`src/rtl/neuraedge_noc_pkg.sv`:
```
// Shared NoC definitions: flit tail marker position, egress arbiter state encoding
// and the default watchdog limit.
package neuraedge_noc_pkg;

    localparam int DEFAULT_FLIT_W      = 64;
    localparam int TAIL_BIT            = DEFAULT_FLIT_W - 1;
    localparam int DEFAULT_TIMEOUT_CYC = 256;

    typedef enum logic {
        IDLE = 1'b0,
        LOCK = 1'b1
    } arb_state_t;

    // Tail marker always sits in the MSB, whatever the configured flit width.
    function automatic int tail_bit_of(input int flit_w);
        return flit_w - 1;
    endfunction

endpackage

```
`src/rtl/noc_ext_egress_arbiter_picker.sv`:
```
// Combinational round-robin picker: first request scanning upward from ptr+1, wrapping.
// Shared with the tile ingress scheduler.
module rr_priority_picker #(
    parameter int NUM_SRC = 16,
    parameter int IDX_W   = 4
)(
    input  logic [NUM_SRC-1:0] i_req,
    input  logic [IDX_W-1:0]   i_ptr,
    output logic [IDX_W-1:0]   o_grant,
    output logic               o_any
);

    function automatic logic [IDX_W-1:0] wrap_idx(input logic [IDX_W-1:0] base, input int offs);
        int sum;
        sum = int'(base) + offs;
        if (sum >= NUM_SRC) begin
            sum = sum - NUM_SRC;
        end
        return IDX_W'(sum);
    endfunction

    assign o_any = |i_req;

    // Scan from the farthest offset down so the nearest requester after ptr wins last.
    always_comb begin
        o_grant = '0;
        for (int k = NUM_SRC; k >= 1; k--) begin
            if (i_req[wrap_idx(i_ptr, k)]) begin
                o_grant = wrap_idx(i_ptr, k);
            end
        end
    end

endmodule

```
`src/rtl/noc_ext_egress_arbiter.sv`:
```
// Packet-locked round-robin arbiter feeding the external egress port via a one-entry output register.
// Optional watchdog on a stalled granted source: define NOC_ARB_WATCHDOG_EN.
module noc_ext_egress_arbiter
    import neuraedge_noc_pkg::*;
#(
    parameter int NUM_SRC     = 16,
    parameter int FLIT_W      = 64,
    parameter int TIMEOUT_CYC = DEFAULT_TIMEOUT_CYC
)(
    input  logic                       clk,
    input  logic                       rst_n,
    input  logic [NUM_SRC*FLIT_W-1:0]  src_flit,
    input  logic [NUM_SRC-1:0]         src_valid,
    output logic [NUM_SRC-1:0]         src_ready,
    output logic [FLIT_W-1:0]          ext_flit_out,
    output logic                       ext_valid_out,
    input  logic                       ext_ready_in,
    output logic                       busy,
    output logic [$clog2(NUM_SRC)-1:0] grant_id
`ifdef NOC_ARB_WATCHDOG_EN
    ,
    output logic                       timeout_err
`endif
);

    localparam int GW     = $clog2(NUM_SRC);
    localparam int W_TAIL = tail_bit_of(FLIT_W);

    if (TIMEOUT_CYC < 1 || NUM_SRC < 2) begin : g_bad_params
        $error("noc_ext_egress_arbiter: NUM_SRC must be >= 2 and TIMEOUT_CYC >= 1");
    end

    arb_state_t        r_state;
    logic [GW-1:0]     r_rr_ptr;
    logic [GW-1:0]     r_grant_id;
    logic [FLIT_W-1:0] r_out_flit;
    logic              r_out_vld;

    logic [FLIT_W-1:0] w_flits [NUM_SRC];
    logic [FLIT_W-1:0] w_flit_g;
    logic [GW-1:0]     w_pick;
    logic              w_any_req;
    logic              w_vld_g;
    logic              w_rdy_g;
    logic              w_xfer;
    logic              w_tail;
    logic              w_wd_fire;

    always_comb begin
        for (int i = 0; i < NUM_SRC; i++) begin
            w_flits[i] = src_flit[i*FLIT_W +: FLIT_W];
        end
    end

    rr_priority_picker #(
        .NUM_SRC (NUM_SRC),
        .IDX_W   (GW)
    ) u_picker (
        .i_req   (src_valid),
        .i_ptr   (r_rr_ptr),
        .o_grant (w_pick),
        .o_any   (w_any_req)
    );

    // The output register can take a flit when empty or draining this cycle.
    assign w_flit_g = w_flits[r_grant_id];
    assign w_vld_g  = src_valid[r_grant_id];
    assign w_rdy_g  = !r_out_vld || ext_ready_in;
    assign w_xfer   = (r_state == LOCK) && w_vld_g && w_rdy_g;
    assign w_tail   = w_flit_g[W_TAIL];

    always_comb begin
        src_ready = '0;
        if (r_state == LOCK) begin
            src_ready[r_grant_id] = w_rdy_g;
        end
    end

    always_ff @(posedge clk) begin
        if (!rst_n) begin
            r_state    <= IDLE;
            r_rr_ptr   <= GW'(NUM_SRC - 1);
            r_grant_id <= '0;
            r_out_flit <= '0;
            r_out_vld  <= 1'b0;
        end else begin
            if (w_xfer) begin
                r_out_flit <= w_flit_g;
                r_out_vld  <= 1'b1;
            end else if (ext_ready_in) begin
                r_out_vld  <= 1'b0;
            end

            case (r_state)
                IDLE: begin
                    if (w_any_req) begin
                        r_grant_id <= w_pick;
                        r_state    <= LOCK;
                    end
                end
                LOCK: begin
                    if ((w_xfer && w_tail) || w_wd_fire) begin
                        r_rr_ptr <= r_grant_id;
                        r_state  <= IDLE;
                    end
                end
                default: r_state <= IDLE;
            endcase
        end
    end

`ifdef NOC_ARB_WATCHDOG_EN
    localparam int WD_W = $clog2(TIMEOUT_CYC + 1);

    logic [WD_W-1:0] r_wd_cnt;
    logic            r_timeout_err;

    // Only cycles where the granted source has nothing to offer count; egress backpressure does not.
    assign w_wd_fire = (r_state == LOCK) && !w_vld_g && (r_wd_cnt == WD_W'(TIMEOUT_CYC - 1));

    always_ff @(posedge clk) begin
        if (!rst_n) begin
            r_wd_cnt      <= '0;
            r_timeout_err <= 1'b0;
        end else if (r_state != LOCK || w_xfer) begin
            r_wd_cnt      <= '0;
        end else if (!w_vld_g) begin
            if (w_wd_fire) begin
                r_wd_cnt      <= '0;
                r_timeout_err <= 1'b1;
            end else begin
                r_wd_cnt      <= r_wd_cnt + 1'b1;
            end
        end
    end

    assign timeout_err = r_timeout_err;
`else
    assign w_wd_fire = 1'b0;
`endif

    assign ext_flit_out  = r_out_flit;
    assign ext_valid_out = r_out_vld;
    assign busy          = (r_state == LOCK);
    assign grant_id      = r_grant_id;

endmodule

```
`config.mk`:
```
export PLATFORM = sky130hd
export DESIGN_NAME = noc_ext_egress_arbiter
export DESIGN_NICKNAME = d
export VERILOG_FILES = /design/src/rtl/neuraedge_noc_pkg.sv /design/src/rtl/noc_ext_egress_arbiter_picker.sv /design/src/rtl/noc_ext_egress_arbiter.sv
export SDC_FILE = /design/constraint.sdc
export NUM_CORES = 1
export LEC_CHECK = 0
export CELL_PAD_IN_SITES_DETAIL_PLACEMENT = 1
export CELL_PAD_IN_SITES_GLOBAL_PLACEMENT = 1
export CORE_AREA = 4 4 434 436
export DETAILED_ROUTE_END_ITERATION = 16
export DIE_AREA = 0 0 438 440
export PLACE_DENSITY = 0.33
export SYNTH_ARGS = -nofsm -noshare
export SYNTH_HDL_FRONTEND = slang
export SYNTH_HIERARCHICAL = 1
export SYNTH_SLANG_ARGS = --single-unit
```
`constraint.sdc`:
```
create_clock -name clk -period 6.36 [get_ports clk]
set_input_delay 1.272 -clock clk [delete_from_list [all_inputs] [get_ports clk]]
set_output_delay 1.272 -clock clk [all_outputs]
set_load 0.01 [all_outputs]
```
# --- Word level (Yosys, flattened, before mapping) ---
# Index checks and enable logic that the tools add are counted.
totals:
  register_bits: 74
  input_bits: 1043
  output_inout_bits: 86
  elab_cells: 162
classes:
  add_sub_neg: 32
  bitwise: 3
  reduce_logical: 10
  magnitude_cmp: 35
  n_mux: 77
ops:
  columns: ["cell", "count"]
  rows:
  - ["64-bit binary-select mux with 4-bit select", 1]
  - ["4-bit two-way mux", 32]
  - ["64-bit two-way mux", 2]
  - ["4-bit by 5-bit less-than comparator with 1-bit output, second input constant", 17]
  - ["5-bit >= comparator, second input constant", 16]
  - ["1-bit binary-select mux with 4-bit select", 17]
  - ["4-bit by 1-bit subtractor with 4-bit output, second input constant", 16]
  - ["4-bit by 4-bit adder with 5-bit output, second input constant", 8]
  - ["1-bit two-way mux", 22]
  - ["4-bit by 3-bit adder with 5-bit output, second input constant", 4]
  - ["16-bit AND", 1]
  - ["16-bit two-way mux", 1]
  - ["16-bit OR reduction", 1]
  - ["4-bit by 2-bit adder with 5-bit output, second input constant", 2]
  - ["4-bit by 5-bit adder with 6-bit output, second input constant", 1]
  - ["6-bit by 5-bit >= comparator with 1-bit output, second input constant", 1]
  - ["4-bit by 1-bit adder with 5-bit output, second input constant", 1]
  - ["4-bit inverter with 5-bit output", 1]
  - ["1-bit demux with 4-bit select", 1]
  - ["4-bit by 1-bit >= comparator with 1-bit output, second input constant", 1]
  - ["1-bit logical AND", 4]
  - ["2-bit AND reduction", 2]
  - ["1-bit case mux with 2 select lines", 1]
  - ["2-bit nonzero test", 1]
  - ["other kinds (3)", 3]

# --- Longest topological paths before layout ---
# Gate-level depths: netlist (run 1).
depth:
  depth_word: 21
  ltp_mapped: 18

# --- Cells and area by module ---
# Netlist (run 1), hierarchy kept.
by_module_without_submodules:
  columns: ["mod", "cells_each", "seq_area_each_um2", "instances", "area_each_um2"]
  rows:
  - ["noc_ext_egress_arbiter", 919, 1481.4, 1, 10659.0]
  - ["rr_priority_picker", 248, 0.0, 1, 2067.0]

# --- Worst setup path before layout (run 1) ---
# OpenSTA, ideal clock, no wires.
synth_timing:
  kind: "flip-flop to flip-flop"
  from: "reg r_rr_ptr[1]"
  to: "reg r_grant_id[3], in the netlist grant_id[3]"
  n_path_buf: 2
  arrival_ns: 3.909
  path_stages_with_launch: 17
  setup_slack_ns: 2.336
  cell_sequence: "dfxtp_1 > clkbuf_1 > inv_1 > ha_1 > buf_6 > mux2_4 > mux4_2 > nand3_1 > o211ai_2 > a2111oi_4 > a2111oi_4 > o41ai_1 > o31a_1 > a31oi_1 > a21o_1 > a21oi_1 > nor2b_1"
synth_between:
  elab_chain_len: 21
synth_rtl:
  columns: ["item", "line_no", "source"]
  rows:
  - ["start, declared", "noc_ext_egress_arbiter.sv:34", "logic [GW-1:0] r_rr_ptr;"]
  - ["start signal, assigned", "noc_ext_egress_arbiter.sv:82", "r_rr_ptr <= GW'(NUM_SRC - 1);"]
  - ["start signal, assigned", "noc_ext_egress_arbiter.sv:103", "r_rr_ptr <= r_grant_id;"]
  - ["4-bit by 5-bit adder with 6-bit output", "noc_ext_egress_arbiter_picker.sv:15", "sum = int'(base) + offs;"]
  - ["6-bit by 5-bit >= comparator with 1-bit output or 4-bit by 1-bit subtractor with 4-bit output (tied branches)", "noc_ext_egress_arbiter_picker.sv:16, noc_ext_egress_arbiter_picker.sv:17", null]
  - ["4-bit two-way mux", "noc_ext_egress_arbiter_picker.sv:16", "if (sum >= NUM_SRC) begin"]
  - ["1-bit binary-select mux with 4-bit select", "noc_ext_egress_arbiter_picker.sv:28", "if (i_req[wrap_idx(i_ptr, k)]) begin"]
  - ["1-bit two-way mux (not written as such)", "noc_ext_egress_arbiter_picker.sv:28", null]
  - ["4-bit two-way mux (15 in a row)", "noc_ext_egress_arbiter_picker.sv:28", null]
  - ["4-bit two-way mux *", "noc_ext_egress_arbiter_picker.sv:28", null]
  - ["net w_pick[3]", "noc_ext_egress_arbiter.sv:41", "logic [GW-1:0] w_pick;"]
  - ["end signal, assigned", "noc_ext_egress_arbiter.sv:97", "r_grant_id <= w_pick;"]
  - ["end, declared", "noc_ext_egress_arbiter.sv:35", "logic [GW-1:0] r_grant_id;"]
# The timed path passes the listed nets; every way through them passes the cells marked *. The select of a mux whose other input is x is not followed.
# A chain may end at the register's enable or synchronous reset.

# --- Worst setup path in the final report (run 1) ---
# Same ends and word-level chain as after synthesis.

==> results of run 1 <==
-- power by group through the flow --
| stage | Sequential, mW | Combinational [mW] | Clock (mW) |
|---|---|---|---|
| floorplan | 0.812 | 3.22 | 0 |
| CTS | 0.793 | 6.01 | 0.654 |
| global route | 0.814 | 6.31 | 0.660 |
| finish | 0.782 | 5.85 | 0.608 |
| global placement | 0.801 | 6.05 | 0 |
| detailed placement | 0.803 | 5.99 | 0 |
-- state kept, by name, summed over array words and instances, names as in the netlist --
signal         count
busy               1
r_rr_ptr           4
ext_valid_out      1
grant_id           4
ext_flit_out      64
-- layout make-up --
class                      count  area [sq um]
antenna                       21          52.6
clock buffer                  11           243
clock inverter                 5          61.3
fill                       21500        157000
inverter                      11          41.3
multi-input combinational    946         10600
sequential                    74          1490
tap                         2480          3100
timing repair buffer        1159         11600
-- synthesized netlist by cell type (all sizes together) (8+ instances only) --
cell type  instances
nor2b             18
inv               10
nor2              35
a21boi            65
nand2b             8
a22oi            129
nand2            101
dfxtp             74
mux2              11
mux2i             32
mux4             279
nand3             76
buf               62
a21oi             17
o21ai             87
clkbuf            74
xnor2              8
-- worst min-delay path, delay by kind of cell, from the launching register on --
family	cells	cell delay, ns
flip-flops	1	0.31
AND/OR/NAND/NOR	1	0.06
AO/OA/AOI/OAI	1	0.05
-- how the worst max path moves through the flow --
stage	from	to	slack (ns)	cells after the start
6_report	r_rr_ptr[1]$_SDFFE_PN1P_	grant_id[3]$_SDFFE_PN0P_	1.75	14
4_1_cts	r_rr_ptr[1]$_SDFFE_PN1P_	grant_id[3]$_SDFFE_PN0P_	1.73	14
3_3_place_gp	src_valid[11]	grant_id[3]$_SDFFE_PN0P_	1.56	13
3_5_place_dp	src_valid[10]	grant_id[3]$_SDFFE_PN0P_	1.61	13
2_1_floorplan	r_rr_ptr[1]$_SDFFE_PN1P_	grant_id[3]$_SDFFE_PN0P_	2.34	16
5_1_grt	r_rr_ptr[1]$_SDFFE_PN1P_	grant_id[3]$_SDFFE_PN0P_	1.43	14
-- logic make-up (layout without fill, tap and decap cells) --
kind of cell,after synthesis,after routing,synth area share (%)
buffers and inverters,147,1186,5.17
adders and majority gates,7,7,0.688
muxes,322,322,53.0
DFF,74,74,11.6
xor gates and xnor gates,11,11,1.02
other,0,21,0
and+or+nand+nor,269,269,10.0
AOI/OAI and AO/OA,337,337,18.5
-- routing by layer --
layer / vias up / part of all wire (%)
met5: - / 0.22
met2: 647 / 50
met4: 54 / 1.4
li1: 6974 / -
met1: 8703 / 41
met3: 147 / 6.8
==> impl_metrics.env, run 1 <==
export IMPL_outcome="complete, no violations"
export IMPL_ctsLongestPathBuffers=2
export IMPL_p_clk_share_pct=8.4
export IMPL_worst_path_buf_inv=1
export IMPL_cpPeakStageDelay_ns=1.08
export IMPL_dieArea_sq_mm=0.193
export IMPL_cts_hold_buf=0
export IMPL_ys_async_sr_fraction_pct=0
export IMPL_hold_violations=0
export IMPL_cp_top_family="compound AO/OA/AOI/OAI gates"
export IMPL_maxSlewHeadroom_pct=23.2
export IMPL_slowest_stage="ha_1"
export IMPL_num_rows=158
export IMPL_die_w_microns=438
export IMPL_post_drt_via_cell_ratio=3.51
export IMPL_post_place_cells=4670
export IMPL_start_util_pct=6.89
export IMPL_preCtsSetupSlack_ns=1.61
export IMPL_period_minus_slack_ns=4.61
export IMPL_grt_max_degree=73
export IMPL_grt_use_met3_pct=4.02
export IMPL_worstHoldPathType="flop to flop"
export IMPL_swShare_pct=50.2
export IMPL_holdWs_ns=0.465
export IMPL_holdPathEnd="ext_flit_out[7]$_SDFFE_PN0P_"
export IMPL_design_area_sq_mm=0.0272
export IMPL_ios=1129
export IMPL_yosysTopAreaCell="mux4_2"
export IMPL_worstMarginPinSlew_ns=1.15
export IMPL_synth_cells=1167
export IMPL_fmax_mhz=217
export IMPL_antenna_left=0
export IMPL_htree_levels=3
export IMPL_pwr_share_seq_pct=10.8
export IMPL_final_max_slew_viol_count=0
export IMPL_rsz0062_at_grt="no"
export IMPL_endpoint_kind="flop"
export IMPL_final_cell_mix="clkdlybuf4s50_1, mux4_2, a22oi_1, nand2_1, o21ai_0"
export IMPL_cts_repair_resized=0
export IMPL_yosysUniqueCellTypes=67
export IMPL_busiest_layer="met2"
export IMPL_portBuffers=1128
export IMPL_synthFlopType="dfxtp_1"
export IMPL_clk_pin_slew_ns=0.08
export IMPL_die_height_microns=440
export IMPL_p_int_mw=3.60
export IMPL_rr_endpoint="grant_id[3]$_SDFFE_PN0P_"
export IMPL_post_dp_cell_area_sq_mm=0.0268
export IMPL_cts_tree="done"
export IMPL_wl_microns=155000
export IMPL_synthTopCellsByArea="mux4_2, dfxtp_1, a22oi_1"
export IMPL_hpwl_microns=136000
export IMPL_cellPowerDensity_mw_per_mm2=266
export IMPL_syn_to_final_growth_pct=114
export IMPL_fin_cells=4707
export IMPL_cap_violations=0
export IMPL_p_leak_nw=8.40
export IMPL_yosysSeqAreaShare_pct=11.6
export IMPL_cts_sinks=74
export IMPL_grt_total_usage_pct=15.3
export IMPL_first_pass_iters=5
export IMPL_antenna_found_initial=107
export IMPL_yosys_warnings=6
export IMPL_start_kind="flop"
export IMPL_fin_util_pct=14.7
export IMPL_core_sq_mm=0.185
export IMPL_period_share_pct=72.4
export IMPL_insertion_delay_ns=0.39
export IMPL_crit_arrival_ns=4.88
export IMPL_syn_cell_area_sq_mm=0.0127
export IMPL_crit_required_ns=6.64
export IMPL_reg2regPathDepth=14
export IMPL_min_path_cells=2
export IMPL_fin_ws_ns=1.75
export IMPL_syn_avg_cell_area_sq_um=10.9
export IMPL_cp_cell_sequence="inv_1 -> ha_1 -> mux4_2 -> mux2_2 -> a21oi_1 -> o211ai_2 -> a2111oi_4 -> a2111oi_4 -> o41ai_1 -> or3b_1 -> a31oi_1 -> a21o_1 -> a21oi_1 -> nor2b_1"
export IMPL_clock_root_buffer="clkbuf_16"
export IMPL_layout_commonest_cell="clkdlybuf4s50_1"
export IMPL_hp_start="ext_flit_out[7]$_SDFFE_PN0P_"
export IMPL_cts_setup_buffers=0
export IMPL_grt_pass1_vias=17400
export IMPL_place_gp_congestion=0.887
export IMPL_netSwitchingPower_mw=3.64
export IMPL_nNetsFinal=3251
export IMPL_drtIter0Drc=1023
export IMPL_grt_overflow=0
export IMPL_routedWlPerCell_microns=32.9
export IMPL_synth_seq_cells=74
export IMPL_crit_type="flop to flop"
export IMPL_syn_num_nets=2217
export IMPL_grt_pass1_wl_microns=194000
export IMPL_total_power_mw=7.24
export IMPL_drive_gt1_share_pct=16.4
export IMPL_cts_buffers=9
export IMPL_synth_top_area_share_pct=49.4
export IMPL_skew_ns=0.0108
export IMPL_num_vias=16500
export IMPL_p_comb_share_pct=80.8
export IMPL_finalSetupViolations=0
export IMPL_path_max_fanout=22
export IMPL_r2r_setup_slack_ns=1.75
export IMPL_peakVddDrop_mv=0.132
export IMPL_synth_edf_count=0
export IMPL_grtUsageMet2_pct=26.8
export IMPL_drc=0
export IMPL_r2r_start="r_rr_ptr[1]$_SDFFE_PN1P_"
export IMPL_met1_usage_pct=19.2
export IMPL_fin_setup_tns_ns=0
No activity file was read; power rests on OpenSTA's default activity.
==> run 2: changes to the inputs <==
CORE_AREA = 4 4 435 437   (was 4 4 434 436)
DIE_AREA = 0 0 439 441   (was 0 0 438 440)
PLACE_DENSITY = 0.34   (was 0.33)
clock period = 4.1 ns   (was 6.36 ns; I/O delays follow)
==> run 2 against run 1 <==
Setup slack worse by 1.5 ns. Register-to-register slack got worse by 1.5 ns. Combinational power rose by 65%. Die area increased by 0.46%. Power rose by 64%. Clock power rose by 56%. Via count rose by 0.66%. Largest cell class unchanged. Non-clock buffer count grew 69. First-iteration DRC count increased by 18%. Sequential share of layout area decreased by 0.13 points. Sequential cell count is the same.
==> impl_metrics.env, run 2 (same netlist as run 1, synthesis figures left out) <==
export IMPL_fin_util_pct=15.0
export IMPL_crit_arrival_ns=4.11
export IMPL_cp_cell_sequence="clkdlybuf4s50_1 -> mux4_2 -> mux2_2 -> a21oi_1 -> o211ai_2 -> a2111oi_4 -> a2111oi_4 -> o41ai_1 -> or3b_1 -> a31oi_1 -> a21o_1 -> a21oi_1 -> nor2b_1"
export IMPL_cts_setup_buffers=0
export IMPL_final_cell_mix="clkdlybuf4s50_1, mux4_2, a22oi_1, nand2_1, buf_4"
export IMPL_cap_violations=0
export IMPL_fin_setup_tns_ns=0
export IMPL_cts_sinks=74
export IMPL_startpoint="src_valid[12]"
export IMPL_period_share_pct=93.8
export IMPL_cellPowerDensity_mw_per_mm2=426
export IMPL_hpwl_microns=135000
export IMPL_worstHoldPathType="flop to flop"
export IMPL_endpoint_kind="flop"
export IMPL_r2r_start="r_rr_ptr[1]$_SDFFE_PN1P_"
export IMPL_worst_path_buf_inv=1
export IMPL_ios=1129
export IMPL_grt_overflow=0
export IMPL_first_pass_iters=4
export IMPL_drive_gt1_share_pct=18.9
export IMPL_syn_to_final_growth_pct=119
export IMPL_htree_levels=3
export IMPL_cts_tree="done"
export IMPL_clk_pin_slew_ns=0.07
export IMPL_start_kind="input pin"
export IMPL_grt_pass1_wl_microns=191000
export IMPL_final_max_slew_viol_count=0
export IMPL_post_place_cells=4739
export IMPL_worstMarginPinSlew_ns=1.06
export IMPL_num_vias=16600
export IMPL_place_gp_congestion=0.845
export IMPL_drc=0
export IMPL_die_height_microns=441
export IMPL_hold_violations=0
export IMPL_die_w_microns=439
export IMPL_clock_root_buffer="clkbuf_16"
export IMPL_crit_type="input pin to flop"
export IMPL_fmax_mhz=260
export IMPL_grt_max_degree=64
export IMPL_antenna_left=0
export IMPL_path_max_fanout=6
export IMPL_drtIter0Drc=1206
export IMPL_hp_start="ext_flit_out[30]$_SDFFE_PN0P_"
export IMPL_cp_top_family="compound AO/OA/AOI/OAI gates"
export IMPL_slowest_stage="mux4_2"
export IMPL_layout_commonest_cell="clkdlybuf4s50_1"
export IMPL_peakVddDrop_mv=0.209
export IMPL_grt_pass1_vias=17600
export IMPL_dieArea_sq_mm=0.194
export IMPL_skew_ns=0.0156
export IMPL_period_minus_slack_ns=3.85
export IMPL_ctsLongestPathBuffers=2
export IMPL_routedWlPerCell_microns=32.1
export IMPL_maxSlewHeadroom_pct=29.4
export IMPL_holdWs_ns=0.463
export IMPL_crit_required_ns=4.37
export IMPL_wl_microns=153000
export IMPL_finalSetupViolations=0
export IMPL_outcome="complete, no violations"
export IMPL_start_util_pct=6.88
export IMPL_p_leak_nw=8.79
export IMPL_largest_reg_flops=64
export IMPL_num_rows=158
export IMPL_insertion_delay_ns=0.38
export IMPL_cts_buffers=9
export IMPL_core_sq_mm=0.185
export IMPL_antenna_found_initial=87
export IMPL_post_drt_via_cell_ratio=3.49
export IMPL_portBuffers=1128
export IMPL_nNetsFinal=3320
export IMPL_grt_total_usage_pct=15.0
export IMPL_cpPeakStageDelay_ns=0.54
export IMPL_rsz0062_at_grt="no"
export IMPL_fin_cells=4772
==> run 2: cell type report <==
class	instances	area, sq um
Timing Repair Buffer	1228	12200
Clock buffer	10	239
Inverter	11	41.3
Antenna cell	17	42.5
Multi-Input combinational cell	946	10600
Tap cell	2480	3100
Sequential cell	74	1490
Clock inverter	6	71.3
Fill cell	21500	157000
==> run 2: layer usage <==
metal	GRT usage [%]	vias to the layer above	routed length, microns
met3	3.64	122	9480
met4	1.77	46	1570
met5	0	-	286
li1	-	7113	-
met2	26.2	688	77000
met1	19.3	8665	64900
==> run 2: where the power goes <==
| group | switching, mW | leakage, nW | internal (mW) |
|---|---|---|---|
| Combinational | 5.08 | 8.03 | 4.58 |
| Sequential | 0.262 | 0.606 | 0.984 |
| Clock | 0.449 | 0.154 | 0.498 |
| Total | 5.79 | 8.79 | 6.06 |
==> run 2: stage by stage <==
step	power [mW]	setup WS (ns)	cell area, sq um
after floorplan	6.25	0.0760	12700
after global placement	11.2	-0.0975	27500
after detailed placement	11.1	-0.0839	27500
after CTS	12.2	0.160	27800
after global routing	12.7	0.0206	27800
final	11.9	0.253	27800
==> run 2: repair_timing <==
action / 4_1_cts / 5_1_grt
endpoints found under the setup margin: 0 / 1
endpoints found under the hold margin: 0 / 0
hold buffers: 0 / 0
resized for setup: 0 / 1
==> run 2: worst paths after layout <==
check	end	slack, ns	depth (start not counted)
worst max-delay path	grant_id[3]$_SDFFE_PN0P_	0.25	13
worst min-delay path	ext_flit_out[30]$_SDFFE_PN0P_	0.46	2
worst max register to register	grant_id[3]$_SDFFE_PN0P_	0.26	15
worst min register to register	ext_flit_out[30]$_SDFFE_PN0P_	0.46	2
==> run 2: worst reg2reg max path, delay by kind of cell (launching register included) <==
family / cells / cell delay [ns]
buffers and inverters: 2 / 0.25
flip-flops: 1 / 0.33
adder cells (fa/ha/maj): 1 / 0.48
AND/OR/NAND/NOR: 3 / 0.39
multiplexers: 2 / 0.85
AO/OA/AOI/OAI: 7 / 1.43
